===== src/rtl/path_sequencer.sv =====
// path_sequencer: latches generated path groups on start and streams their 2-bit node IDs
// over a valid/ready handshake, in group order then index order, with a done pulse.
module path_sequencer (
  input  logic       clk,
  input  logic       rst,
  input  logic       start_i,
  input  logic [1:0] group_i,
  input  logic [2:0] len_0_i,
  input  logic [1:0] len_1_i,
  input  logic [1:0] len_2_i,
  input  logic [7:0] data_0_i,
  input  logic [5:0] data_1_i,
  input  logic [3:0] data_2_i,
  output logic       out_valid_o,
  input  logic       out_ready_i,
  output logic [1:0] out_node_o,
  output logic [1:0] out_grp_o,
  output logic [1:0] out_idx_o,
  output logic       out_last_grp_o,
  output logic       out_last_o,
  output logic       busy_o,
  output logic       done_o,
  output logic [3:0] count_o
);
  localparam logic [1:0] S_IDLE = 2'd0, S_EMIT = 2'd1, S_DONE = 2'd2;
  logic [1:0] r_state, r_grp, r_idx, r_l1, r_l2;
  logic [2:0] r_l0;
  logic [7:0] r_d0;
  logic [5:0] r_d1;
  logic [3:0] r_d2;
  logic [3:0] r_cnt;
  logic [2:0] w_ld_l0, w_len;
  logic [1:0] w_ld_l1, w_ld_l2, w_ld_grp, w_next_grp, w_node;
  logic [7:0] w_data;
  logic       w_ld_any, w_emit, w_xfer, w_last_grp, w_later;
  // Lengths are clamped and masked by the group count once, at load time.
  assign w_ld_l0    = (group_i == 2'd0) ? 3'd0 : (len_0_i > 3'd4 ? 3'd4 : len_0_i);
  assign w_ld_l1    = (group_i >= 2'd2) ? len_1_i : 2'd0;
  assign w_ld_l2    = (group_i == 2'd3) ? (len_2_i == 2'd3 ? 2'd2 : len_2_i) : 2'd0;
  assign w_ld_any   = |{w_ld_l0, w_ld_l1, w_ld_l2};
  assign w_ld_grp   = (w_ld_l0 != 3'd0) ? 2'd0 : (w_ld_l1 != 2'd0) ? 2'd1 : 2'd2;
  assign w_emit     = (r_state == S_EMIT);
  assign w_xfer     = w_emit && out_ready_i;
  assign w_len      = (r_grp == 2'd0) ? r_l0 : (r_grp == 2'd1) ? {1'b0, r_l1} : {1'b0, r_l2};
  assign w_data     = (r_grp == 2'd0) ? r_d0 : (r_grp == 2'd1) ? {2'b00, r_d1} : {4'b0000, r_d2};
  assign w_node     = w_data[{r_idx, 1'b0} +: 2];
  assign w_last_grp = ({1'b0, r_idx} == w_len - 3'd1);
  assign w_later    = (r_grp == 2'd0) ? |{r_l1, r_l2} : (r_grp == 2'd1) ? |r_l2 : 1'b0;
  assign w_next_grp = (r_grp == 2'd0 && r_l1 != 2'd0) ? 2'd1 : 2'd2;
  assign out_valid_o    = w_emit;
  assign out_node_o     = w_emit ? w_node : 2'd0;
  assign out_grp_o      = w_emit ? r_grp : 2'd0;
  assign out_idx_o      = w_emit ? r_idx : 2'd0;
  assign out_last_grp_o = w_emit && w_last_grp;
  assign out_last_o     = w_emit && w_last_grp && !w_later;
  assign busy_o         = (r_state != S_IDLE);
  assign done_o         = (r_state == S_DONE);
  assign count_o        = r_cnt;
  always_ff @(posedge clk or posedge rst) begin
    if (rst) begin
      r_state <= S_IDLE;
      r_grp   <= 2'd0;
      r_idx   <= 2'd0;
      r_l0    <= 3'd0;
      r_l1    <= 2'd0;
      r_l2    <= 2'd0;
      r_d0    <= 8'd0;
      r_d1    <= 6'd0;
      r_d2    <= 4'd0;
      r_cnt   <= 4'd0;
    end else if (r_state == S_IDLE && start_i) begin
      r_d0    <= data_0_i;
      r_d1    <= data_1_i;
      r_d2    <= data_2_i;
      r_l0    <= w_ld_l0;
      r_l1    <= w_ld_l1;
      r_l2    <= w_ld_l2;
      r_grp   <= w_ld_grp;
      r_idx   <= 2'd0;
      r_cnt   <= 4'd0;
      r_state <= w_ld_any ? S_EMIT : S_DONE;
    end else if (w_xfer) begin
      r_cnt <= r_cnt + 4'd1;
      if (!w_last_grp) begin
        r_idx <= r_idx + 2'd1;
      end else begin
        r_idx <= 2'd0;
        r_grp <= w_next_grp;
        if (!w_later) r_state <= S_DONE;
      end
    end else if (r_state == S_DONE) begin
      r_state <= S_IDLE;
    end
  end
endmodule


===== config.mk =====
export PLATFORM = sky130hd
export DESIGN_NAME = path_sequencer
export DESIGN_NICKNAME = d
export VERILOG_FILES = /design/src/rtl/path_sequencer.sv
export SDC_FILE = /design/constraint.sdc
export NUM_CORES = 1
export LEC_CHECK = 0
export ABC_AREA = 1
export BUFFER_PORTS_ARGS = -buffer_cell sky130_fd_sc_hd__buf_4
export CORE_MARGIN = 1
export CORE_UTILIZATION = 45
export DETAILED_ROUTE_END_ITERATION = 10
export HOLD_SLACK_MARGIN = 0.05
export PLACE_DENSITY = 0.73
export SETUP_SLACK_MARGIN = 0.3
export SYNTH_ARGS = -nofsm -noshare
export SYNTH_HDL_FRONTEND = slang
export SYNTH_SLANG_ARGS = --single-unit

===== constraint.sdc =====
create_clock -name clk -period 6 [get_ports clk]
set_input_delay 1.2 -clock clk [delete_from_list [all_inputs] [get_ports clk]]
set_output_delay 1.2 -clock clk [all_outputs]
set_load 0.005 [all_outputs]

; Yosys cells after proc, flatten, opt, wreduce, memory -nomap -nowiden
; Cells that the tools add are included.
[word_totals]
register_bits = 35
input_bits = 31
elab_cells = 76
output_inout_bits = 15
[op_classes]
order_cmp = 2
n_reduce_logical = 21
n_addsub = 3
shifts = 1
n_mux = 31
eq_ne = 8
[op_table]
columns = op, count
row1 = two-way mux 2 bit, 22
row2 = nonzero test 2 bit, 5
row3 = two-way mux 3 bit, 3
row4 = two-way mux 4 bit, 2
row5 = two-way mux 8 bit, 1
row6 = indexed part select 8 x 4 -> 2 bit, 1
row7 = OR reduction 7 bit, 1
row8 = "equality test 2 bit, second input constant", 3
row9 = logical NOT 2 bit, 3
row10 = two-way mux 6 bit, 1
row11 = nonzero test 3 bit, 2
row12 = logical AND 1 bit, 5
row13 = "adder 4 x 1 -> 4 bit, second input constant", 1
row14 = "equality test 2 x 1 -> 1 bit, second input constant", 2
row15 = OR reduction 4 bit, 1
row16 = equality test 2 x 3 -> 1 bit, 1
row17 = "> comparator 3 bit, second input constant", 1
row18 = "!= test 3 x 1 -> 1 bit, second input constant", 1
row19 = "!= test 3 x 2 -> 1 bit, second input constant", 1
row20 = AND reduction 3 bit, 1
row21 = "subtractor 3 x 1 -> 3 bit, second input constant", 1
row22 = "adder 2 x 1 -> 2 bit, second input constant", 1
row23 = "greater-or-equal comparator 2 bit, second input constant", 1
row24 = two-way mux 1 bit, 2
row25 = other kinds (3), 3

; Longest topological paths before layout
; Gate-level depths: netlist of run 1.
[depth]
ltp_word = 8
ltp_mapped = 14
ltp_nobuf = 14

; Worst setup path before layout of run 1
; OpenSTA, ideal clock, no wires.
[synth_timing]
path_kind = flip-flop to output port
from = register r_grp[1]
to = output out_last_o
stages_incl_launch_ff = 10
path_buffers = 0
t_arrival_ns = 1.759
required_time_ns = 4.800
path_slack_ns = 3.041
cell_sequence = dfrtp_1 -> inv_2 -> nand2_1 -> nor2_1 -> a221oi_1 -> ha_1 -> xnor2_1 -> nor2_4 -> nand3_4 -> nor3_1
[synth_between]
elab_chain_cells = 7
elab_cells_between_ends = 11
classes_between = add/sub: 1 / eq/ne: 2 / mux: 4 / reduce/logical: 4
[synth_lines]
columns = item, line_no
row1 = "start, declared", 26  ; logic [1:0] r_state, r_grp, r_idx, r_l1, r_l2;
row2 = "start signal, assigned", 78  ; r_grp <= w_ld_grp;
row3 = "start signal, assigned", 88  ; r_grp <= w_next_grp;
row4 = equality test 2 x 1 -> 1 bit, "44, 48"
row5 = two-way mux 2 bit, 44  ; assign w_len = (r_grp == 2'd0) ? r_l0 : (r_grp == 2'd1) ? {1'b0, r_l1} : {1'b0, r_l2};
row6 = two-way mux 3 bit, 44
row7 = subtractor 3 x 1 -> 3 bit, 47  ; assign w_last_grp = ({1'b0, r_idx} == w_len - 3'd1);
row8 = equality test 2 x 3 -> 1 bit, 47
row9 = logical AND 1 bit, 55  ; assign out_last_o = w_emit && w_last_grp && !w_later;
row10 = logical AND 1 bit (*), 55
row11 = "end, declared", 20  ; output logic out_last_o,
; Every way passes the cells marked *; elsewhere a longest branch is shown, timed or not.

; Final worst setup path of run 1
; Same ends and word-level chain as after synthesis.

==> results of run 1 <==
## through the flow
step	hold slack, ns	std cells	area (sq um)	util, %
finish	0.4896	342	2371	59.27
global route	0.5092	342	2371	59.27
CTS	0.4947	342	2371	59.27
detailed placement	0.4750	334	2253	56.33
global placement	0.4647	334	2253	56.33
floorplan	0.4492	244	1876	-
## worst min path at each step
stage	from	endpoint	slack, ns	cells after the start
6_report	r_d1[3]	r_d1[3]	0.49	2
5_1_grt	r_d1[0]	r_d1[0]	0.51	2
4_1_cts	r_d0[1]	r_d0[1]	0.49	2
3_5_place_dp	r_d1[3]	r_d1[3]	0.48	2
3_3_place_gp	r_d0[0]	r_d0[0]	0.46	2
2_1_floorplan	r_d0[4]	r_d0[4]	0.45	2
## per-layer routing
| layer | vias to the layer above | track usage, % |
|---|---|---|
| li1 | 880 | - |
| met1 | 781 | 30.05 |
| met2 | 50 | 33.84 |
| met3 | 11 | 4.452 |
| met4 | 0 | 10.37 |
| met5 | - | 0 |
## worst reg2reg max path, delay by kind of cell (launching register included)
family	cells	cell delay (ns)
AND/OR/NAND/NOR	8	0.77
flip-flops	1	0.47
adder cells (fa/ha/maj)	1	0.29
AO/OA/AOI/OAI	1	0.23
XOR/XNOR	1	0.16
buffers and inverters	1	0.13
## flip-flops by register name (all words and copies together) (netlist names), 3 cells and up
signal	cells
r_d1	6
r_d0	8
count_o	4
r_l0	3
r_d2	4
## cell families after synthesis
family          count (synthesis)  share of synthesized area, %
buf+inv                        30                         6.405
fa+ha+maj                       2                         1.334
compound gates                 37                         11.14
flops                          35                         46.70
simple gates                  138                         33.49
xor+xnor                        2                        0.9341
## layout make-up
| class | instances | area, sq um | share of cell area [%] |
|---|---|---|---|
| well taps | 50 | 62.56 | 2.639 |
| multi-input cells | 179 | 879.6 | 37.10 |
| inverters | 24 | 90.09 | 3.799 |
| clock inverters | 2 | 35.03 | 1.478 |
| repair buffers | 46 | 345.3 | 14.56 |
| clock buffers | 6 | 82.58 | 3.483 |
| flip-flops and latches | 35 | 875.8 | 36.94 |
## placed cells by master, fill, tap and decap left out, types with 2 or more instances in the layout
cell / n
sky130_fd_sc_hd__nand3_1: 11
sky130_fd_sc_hd__nand2_1: 86
sky130_fd_sc_hd__nand2_2: 6
sky130_fd_sc_hd__nor2_1: 22
sky130_fd_sc_hd__a21oi_1: 7
sky130_fd_sc_hd__inv_2: 5
sky130_fd_sc_hd__o22ai_1: 6
sky130_fd_sc_hd__clkbuf_8: 6
sky130_fd_sc_hd__o21ai_0: 16
sky130_fd_sc_hd__ha_1: 2
sky130_fd_sc_hd__o31ai_1: 3
sky130_fd_sc_hd__nand2_4: 4
sky130_fd_sc_hd__dfrtp_1: 35
sky130_fd_sc_hd__nand4_1: 2
sky130_fd_sc_hd__nor2_4: 2
sky130_fd_sc_hd__inv_1: 19
sky130_fd_sc_hd__o21ai_1: 2
sky130_fd_sc_hd__buf_4: 46
## report_power, final
part / switching [mW] / internal (mW) / total (mW)
logic: 0.337 / 0.225 / 0.562
clock network: 0.0857 / 0.134 / 0.220
registers: 0.0828 / 0.335 / 0.418
==> impl_metrics.sql, run 1 <==
INSERT INTO impl_metrics (metric_group, metric, value, unit) VALUES
('finish', 'layout-area-overhead-vs-synth', '26.42', '%'),
('synth', 'yosysMostFrequentCell', 'sky130_fd_sc_hd__nand2_1', ''),
('synth', 'synth_seq_cells', '35', ''),
('detailed_routing', 'firstDrtPassIters', '4', ''),
('outcome', 'status', 'finished clean', ''),
('clocking', 'clk_transition_reported_paths', '0.07', 'ns'),
('clocking', 'cts-resized-gates', '0', ''),
('clocking', 'cts_tree', 'built', ''),
('floorplan', 'die_h', '66.56', 'microns'),
('detailed_routing', 'vias_per_cell', '5.035', ''),
('critical_path', 'worst_setup_path_start_kind', 'flip-flop', ''),
('timing', 'tightestPinTransition', '0.6804', 'ns'),
('detailed_routing', 'routed-via-count', '1722', ''),
('timing', 'slew_headroom', '54.48', '%'),
('pwr', 'vdd_drop_max', '216.3', 'uV'),
('grt', 'antenna_violations_before_repair', '0', ''),
('clocking', 'ctsLongestPathBuffers', '2', ''),
('critical_path', 'crit_fanout', '9', ''),
('critical_path', 'total_number_of_cells_along_the_worst_setup_path', '10', ''),
('synth', 'post_synth_instance_area', '1876', 'sq um'),
('clocking', 'cts_hold_buf', '0', ''),
('timing', 'fmax', '281.7', 'MHz'),
('timing', 'fin_worst_skew', '0.008743', 'ns'),
('synth', 'postSynth.asyncResetShare', '100.0', '%'),
('timing', 'report.final.setup_viol', '0', ''),
('critical_path', 'crit_path_start', 'r_grp[1]', ''),
('synth', 'synthTopCellsByArea', 'sky130_fd_sc_hd__dfrtp_1 47%, sky130_fd_sc_hd__nand2_1 17%, sky130_fd_sc_hd__nor2_1 4.4%, sky130_fd_sc_hd__o21ai_0 4.3%, sky130_fd_sc_hd__inv_1 3.8%', ''),
('clocking', 'clk_latency', '0.29', 'ns'),
('critical_path', 'worst-endpoint-arrival', '2.35', 'ns'),
('synth', 'synth_top_cell_by_area', 'sky130_fd_sc_hd__dfrtp_1', ''),
('clocking', 'post-cts-setup-buffer-count', '0', ''),
('synth', 'synth-edff-count', '0', ''),
('floorplan', 'die_area', '4430', 'sq um'),
('synth', 'syn_nets', '277', ''),
('timing', 'setup_total_negative_slack', '0', 'ns'),
('detailed_routing', 'routed_wl', '4.288', 'mm'),
('critical_path', 'critical-path-slowest-cell', 'sky130_fd_sc_hd__dfrtp_1', ''),
('detailed_routing', 'initial_drc_count', '93', ''),
('critical_path', 'critPathRequiredTime', '4.80', 'ns'),
('synth', 'part_of_the_yosys_area_used_for_sequential_elements', '46.70', '%'),
('min_path', 'min-delay-path-class', 'reg2reg', ''),
('critical_path', 'setup.worst_path.class', 'reg2out', ''),
('synth', 'synth-main-ff-cell', 'sky130_fd_sc_hd__dfrtp_1', ''),
('clocking', 'cts_max_level', '2', ''),
('timing', 'final_critical_path_setup_slack', '2.450', 'ns'),
('critical_path', 'sort_of_element_at_the_end_of_the_critical_path', 'primary output', ''),
('critical_path', 'critical-path-top-delay-family', 'simple AND/OR/NAND/NOR gates', ''),
('critical_path', 'worst_r2r_startpoint', 'r_grp[1]', ''),
('grt', 'grt_remaining_overflow', '0', ''),
('detailed_routing', 'm1WireLength', '2.078', 'mm'),
('detailed_routing', 'detail_route_met2_wl', '1.911', 'mm'),
('clocking', 'clock_sink_count', '35', ''),
('pwr', 'p_per_area', '506.3', 'nW/um^2'),
('synth', 'post-synth-top-area-fraction', '46.70', '%'),
('synth', 'avgSynthCellArea', '7.687', 'sq um'),
('timing', 'finalCritPeriodShare', '59.18', '%'),
('floorplan', 'floorplan.rows', '23', ''),
('critical_path', 'r2r.worst_path.cells', '12', ''),
('grt', 'via_count_of_the_first_global_routing_pass', '1638', ''),
('synth', 'synth.lib_cells_used.distinct', '29', ''),
('critical_path', 'cp-endpoint', 'out_last_o', ''),
('finish', 'post_route_cells_drive_above_1_share', '25.34', '%'),
('grt', 'global_route_wire_length_before_repair', '7.265', 'mm'),
('detailed_routing', 'drc', '0', ''),
('critical_path', 'path_cells', 'inv_2, nand2_1, nor2_1, a221oi_1, ha_1, xnor2_1, nor2_4, nand3_4, nor3_1, buf_4', ''),
('placed_design', 'detailed_place_hpwl', '3.105', 'mm'),
('synth', 'synth.top_cells.by_count', '86 x sky130_fd_sc_hd__nand2_1, 35 x sky130_fd_sc_hd__dfrtp_1, 22 x sky130_fd_sc_hd__nor2_1', ''),
('run', 'cap_viol_max_count', '0', ''),
('floorplan', 'core_region_area', '4000', 'sq um'),
('detailed_routing', 'topRoutingLayerUsed', 'met4', ''),
('detailed_routing', 'dr_wl_met3', '181', 'microns');
(Power assumes the default switching activity.)
==> run 2, diff against run 1 <==
--- a/config.mk
+++ b/config.mk
@@ -11,7 +11,7 @@
 export CORE_UTILIZATION = 45
 export DETAILED_ROUTE_END_ITERATION = 10
 export HOLD_SLACK_MARGIN = 0.05
-export PLACE_DENSITY = 0.73
+export PLACE_DENSITY = 0.76
 export SETUP_SLACK_MARGIN = 0.3
 export SYNTH_ARGS = -nofsm -noshare
 export SYNTH_HDL_FRONTEND = slang
==> constraint.sdc (replaced) <==
create_clock -name clk -period 2.9 [get_ports clk]
set_input_delay 0.58 -clock clk [delete_from_list [all_inputs] [get_ports clk]]
set_output_delay 0.58 -clock clk [all_outputs]
set_load 0.005 [all_outputs]
==> run 2 against run 1 <==
  * Die area unchanged
  * Total power up 130%
  * Cell count up 3.2%
  * Clock-buffer cell count up 1
  * Sequential share of layout area down 2.2 points
  * Setup slack worse by 2.2 ns
  * Largest cell class unchanged
==> impl_metrics.sql, run 2 (synthesis gave the netlist of run 1 again) <==
INSERT INTO impl_metrics (metric_group, metric, value, unit) VALUES
('outcome', 'status', 'finished clean', ''),
('timing', 'final_critical_path_setup_slack', '0.2533', 'ns'),
('pwr', 'design_power_total', '2.767', 'mW'),
('grt', 'via_count_of_the_first_global_routing_pass', '1599', ''),
('timing', 'fin_crit_period', '2.647', 'ns'),
('placed_design', 'placedCellCount', '335', ''),
('detailed_routing', 'firstDrtPassIters', '4', ''),
('finish', 'layout.filler_cells', '363', ''),
('detailed_routing', 'topRoutingLayerUsed', 'met4', ''),
('clocking', 'clk_latency', '0.29', 'ns'),
('timing', 'slew_headroom', '69.70', '%'),
('critical_path', 'worst-endpoint-arrival', '2.07', 'ns'),
('pwr', 'vdd_drop_max', '459.0', 'uV'),
('placed_design', 'detailedPlace.worstSlack', '0.2586', 'ns'),
('critical_path', 'critPathRequiredTime', '2.32', 'ns'),
('finish', 'reg.largest.list', 'r_d0 (8), r_d1 (6)', ''),
('finish', 'area_of_all_placed_cells_without_fillers', '2529', 'sq um'),
('floorplan', 'core_region_area', '4000', 'sq um'),
('detailed_routing', 'm1WireLength', '2.042', 'mm'),
('placed_design', 'number_of_buffers_inserted_by_port_buffering', '45', ''),
('placed_design', 'detailed_place.area', '2261', 'sq um'),
('min_path', 'min-delay-path-class', 'in2async', ''),
('timing', 'final_hold_violation_count', '0', ''),
('timing', 'report.final.setup_viol', '0', ''),
('pwr', 'power.leakage', '1.321', 'nW'),
('finish', 'post_route_cells_drive_above_1_share', '31.02', '%'),
('timing', 'fin_worst_skew', '0.009893', 'ns'),
('grt', 'antenna_violations_before_repair', '0', ''),
('critical_path', 'max_stage_delay', '0.46', 'ns'),
('pwr', 'p_per_area', '1094', 'nW/um^2'),
('finish', 'final_cells', '353', ''),
('critical_path', 'critical-path-top-delay-family', 'flip-flops', ''),
('finish', 'layout_commonest_cell', 'sky130_fd_sc_hd__nand2_1', ''),
('detailed_routing', 'post_drt_wl_per_cell', '12.86', 'microns'),
('placed_design', 'finalWeightedCongestion', '0.9378', ''),
('finish', 'num_antenna_cells', '0', ''),
('grt', 'global_route.usage.total', '22.13', '%'),
('finish', 'number_of_flip_flops_under_the_largest_register_name', '8', ''),
('timing', 'tightestPinTransition', '0.4539', 'ns'),
('finish', 'registers.top_by_ff_count', 'r_d0', ''),
('clocking', 'clock_sink_count', '35', ''),
('placed_design', 'detailed_place_hpwl', '3.153', 'mm'),
('detailed_routing', 'routed_wl', '4.541', 'mm'),
('clocking', 'ctsLongestPathBuffers', '2', ''),
('critical_path', 'path_cells', 'buf_6, a221oi_4, ha_4, xnor2_4, nor2_4, nand3_4, nor3_2, buf_4', ''),
('critical_path', 'critical-path-slowest-cell', 'sky130_fd_sc_hd__dfrtp_2', ''),
('clocking', 'clk_transition_reported_paths', '0.07', 'ns'),
('floorplan', 'die_area', '4430', 'sq um'),
('critical_path', 'worst-path-buf-inv', '2', ''),
('clocking', 'cts-buffers-inserted', '5', ''),
('timing', 'fmax', '377.8', 'MHz'),
('critical_path', 'setup.worst_path.class', 'reg2out', ''),
('timing', 'finalCritPeriodShare', '91.27', '%'),
('critical_path', 'total_number_of_cells_along_the_worst_setup_path', '8', ''),
('floorplan', 'die_span_in_x', '66.56', 'microns'),
('floorplan', 'boundaryPins', '46', ''),
('timing', 'final-max-slew-violation-count', '0', ''),
('detailed_routing', 'drc', '0', ''),
('critical_path', 'worst_setup_path_start_kind', 'flip-flop', ''),
('run', 'cap_viol_max_count', '0', ''),
('floorplan', 'floorplan.rows', '23', ''),
('grt', 'grt_remaining_overflow', '0', ''),
('critical_path', 'crit_fanout', '4', ''),
('detailed_routing', 'initial_drc_count', '135', ''),
('detailed_routing', 'routed-via-count', '1821', ''),
('finish', 'layout.cells.most_common_list', '84 x sky130_fd_sc_hd__nand2_1, 55 x sky130_fd_sc_hd__buf_4, 33 x sky130_fd_sc_hd__dfrtp_1, 21 x sky130_fd_sc_hd__nor2_1, 19 x sky130_fd_sc_hd__inv_1', ''),
('detailed_routing', 'vias_per_cell', '5.159', ''),
('critical_path', 'r2r.worst_path.cells', '11', ''),
('detailed_routing', 'detail_route_met2_wl', '2.137', 'mm'),
('critical_path', 'sort_of_element_at_the_end_of_the_critical_path', 'primary output', ''),
('finish', 'final_nets', '335', ''),
('detailed_routing', 'number_of_nets_with_antenna_violations_after_routing', '0', ''),
('floorplan', 'die_h', '66.56', 'microns'),
('clocking', 'cts_tree', 'built', ''),
('timing', 'rsz0062_at_grt', 'true', ''),
('grt', 'global_route_wire_length_before_repair', '7.307', 'mm'),
('clocking', 'cts_hold_buf', '0', ''),
('grt', 'grt_start_max_net_pins', '36', ''),
('finish', 'layout-area-overhead-vs-synth', '34.82', '%'),
('clocking', 'cts-root-buf', 'sky130_fd_sc_hd__clkbuf_8', ''),
('floorplan', 'initial_core_util', '46.89', '%'),
('detailed_routing', 'dr_wl_met3', '251', 'microns'),
('clocking', 'cts_max_level', '2', ''),
('timing', 'setup_total_negative_slack', '0', 'ns');
==> run 2: changes by cell type in the layout (fill, tap and decap cells not counted), sizes merged <==
cell,delta
inv,-1
clkbuf,+1
bufinv,-1
buf,+11
clkinvlp,+1
==> run 2: power breakdown <==
group,internal [mW],switching [mW],total (mW)
Clock,0.216,0.177,0.393
Combinational,0.674,0.819,1.49
Sequential,0.696,0.184,0.880
Total,1.59,1.18,2.77
==> run 2: layer usage <==
layer,track usage [%],vias to the layer above
met5,0,-
met4,8.777,0
met3,3.596,11
met2,32.95,53
met1,31.77,859
li1,-,898
==> run 2: path summary, 6_finish.rpt <==
kind                        startpoint         end  slack, ns
hold / removal                     rst     r_d1[4]       0.38
min in group clk           data_2_i[0]     r_d2[0]       0.48
setup reg to reg              r_grp[1]  r_state[0]       0.85
setup / recovery              r_grp[1]  out_last_o       0.25
hold reg to reg                r_d0[1]     r_d0[1]       0.49
max in group asynchronous          rst    r_grp[1]       2.19
==> run 2: area by class of cell <==
type	instances	area [sq um]	area share, %
Timing Repair Buffer	57	435.4	17.22
Clock buffer	7	96.34	3.810
Clock inverter	1	7.507	0.2969
Sequential cell	35	878.3	34.74
Multi-Input combinational cell	179	953.4	37.70
Tap cell	50	62.56	2.474
Inverter	24	95.09	3.761
==> run 2: metrics by stage <==
stage	util (%)	hold slack, ns
global route	63.22	0.4248
CTS	60.81	0.3966
detailed placement	56.52	0.4717
floorplan	-	0.4492
finish	63.22	0.3775
global placement	56.52	0.4670
==> run 2: worst reg2reg max path: cells and delay by family (launching register included) <==
kind	cells	cell delay, ns
AND/OR/NAND/NOR	6	0.47
flip-flops	1	0.46
buffers and inverters	2	0.31
AO/OA/AOI/OAI	1	0.31
adder cells (fa/ha/maj)	1	0.27
XOR/XNOR	1	0.13
==> run 2: repair_timing <==
| action | 4_1_cts | 5_1_grt |
|---|---|---|
| buffers inserted | 4 | 6 |
| endpoints found under the setup margin | 2 | 2 |
| pin swaps | 6 | 6 |
| gates resized for setup | 10 | 8 |
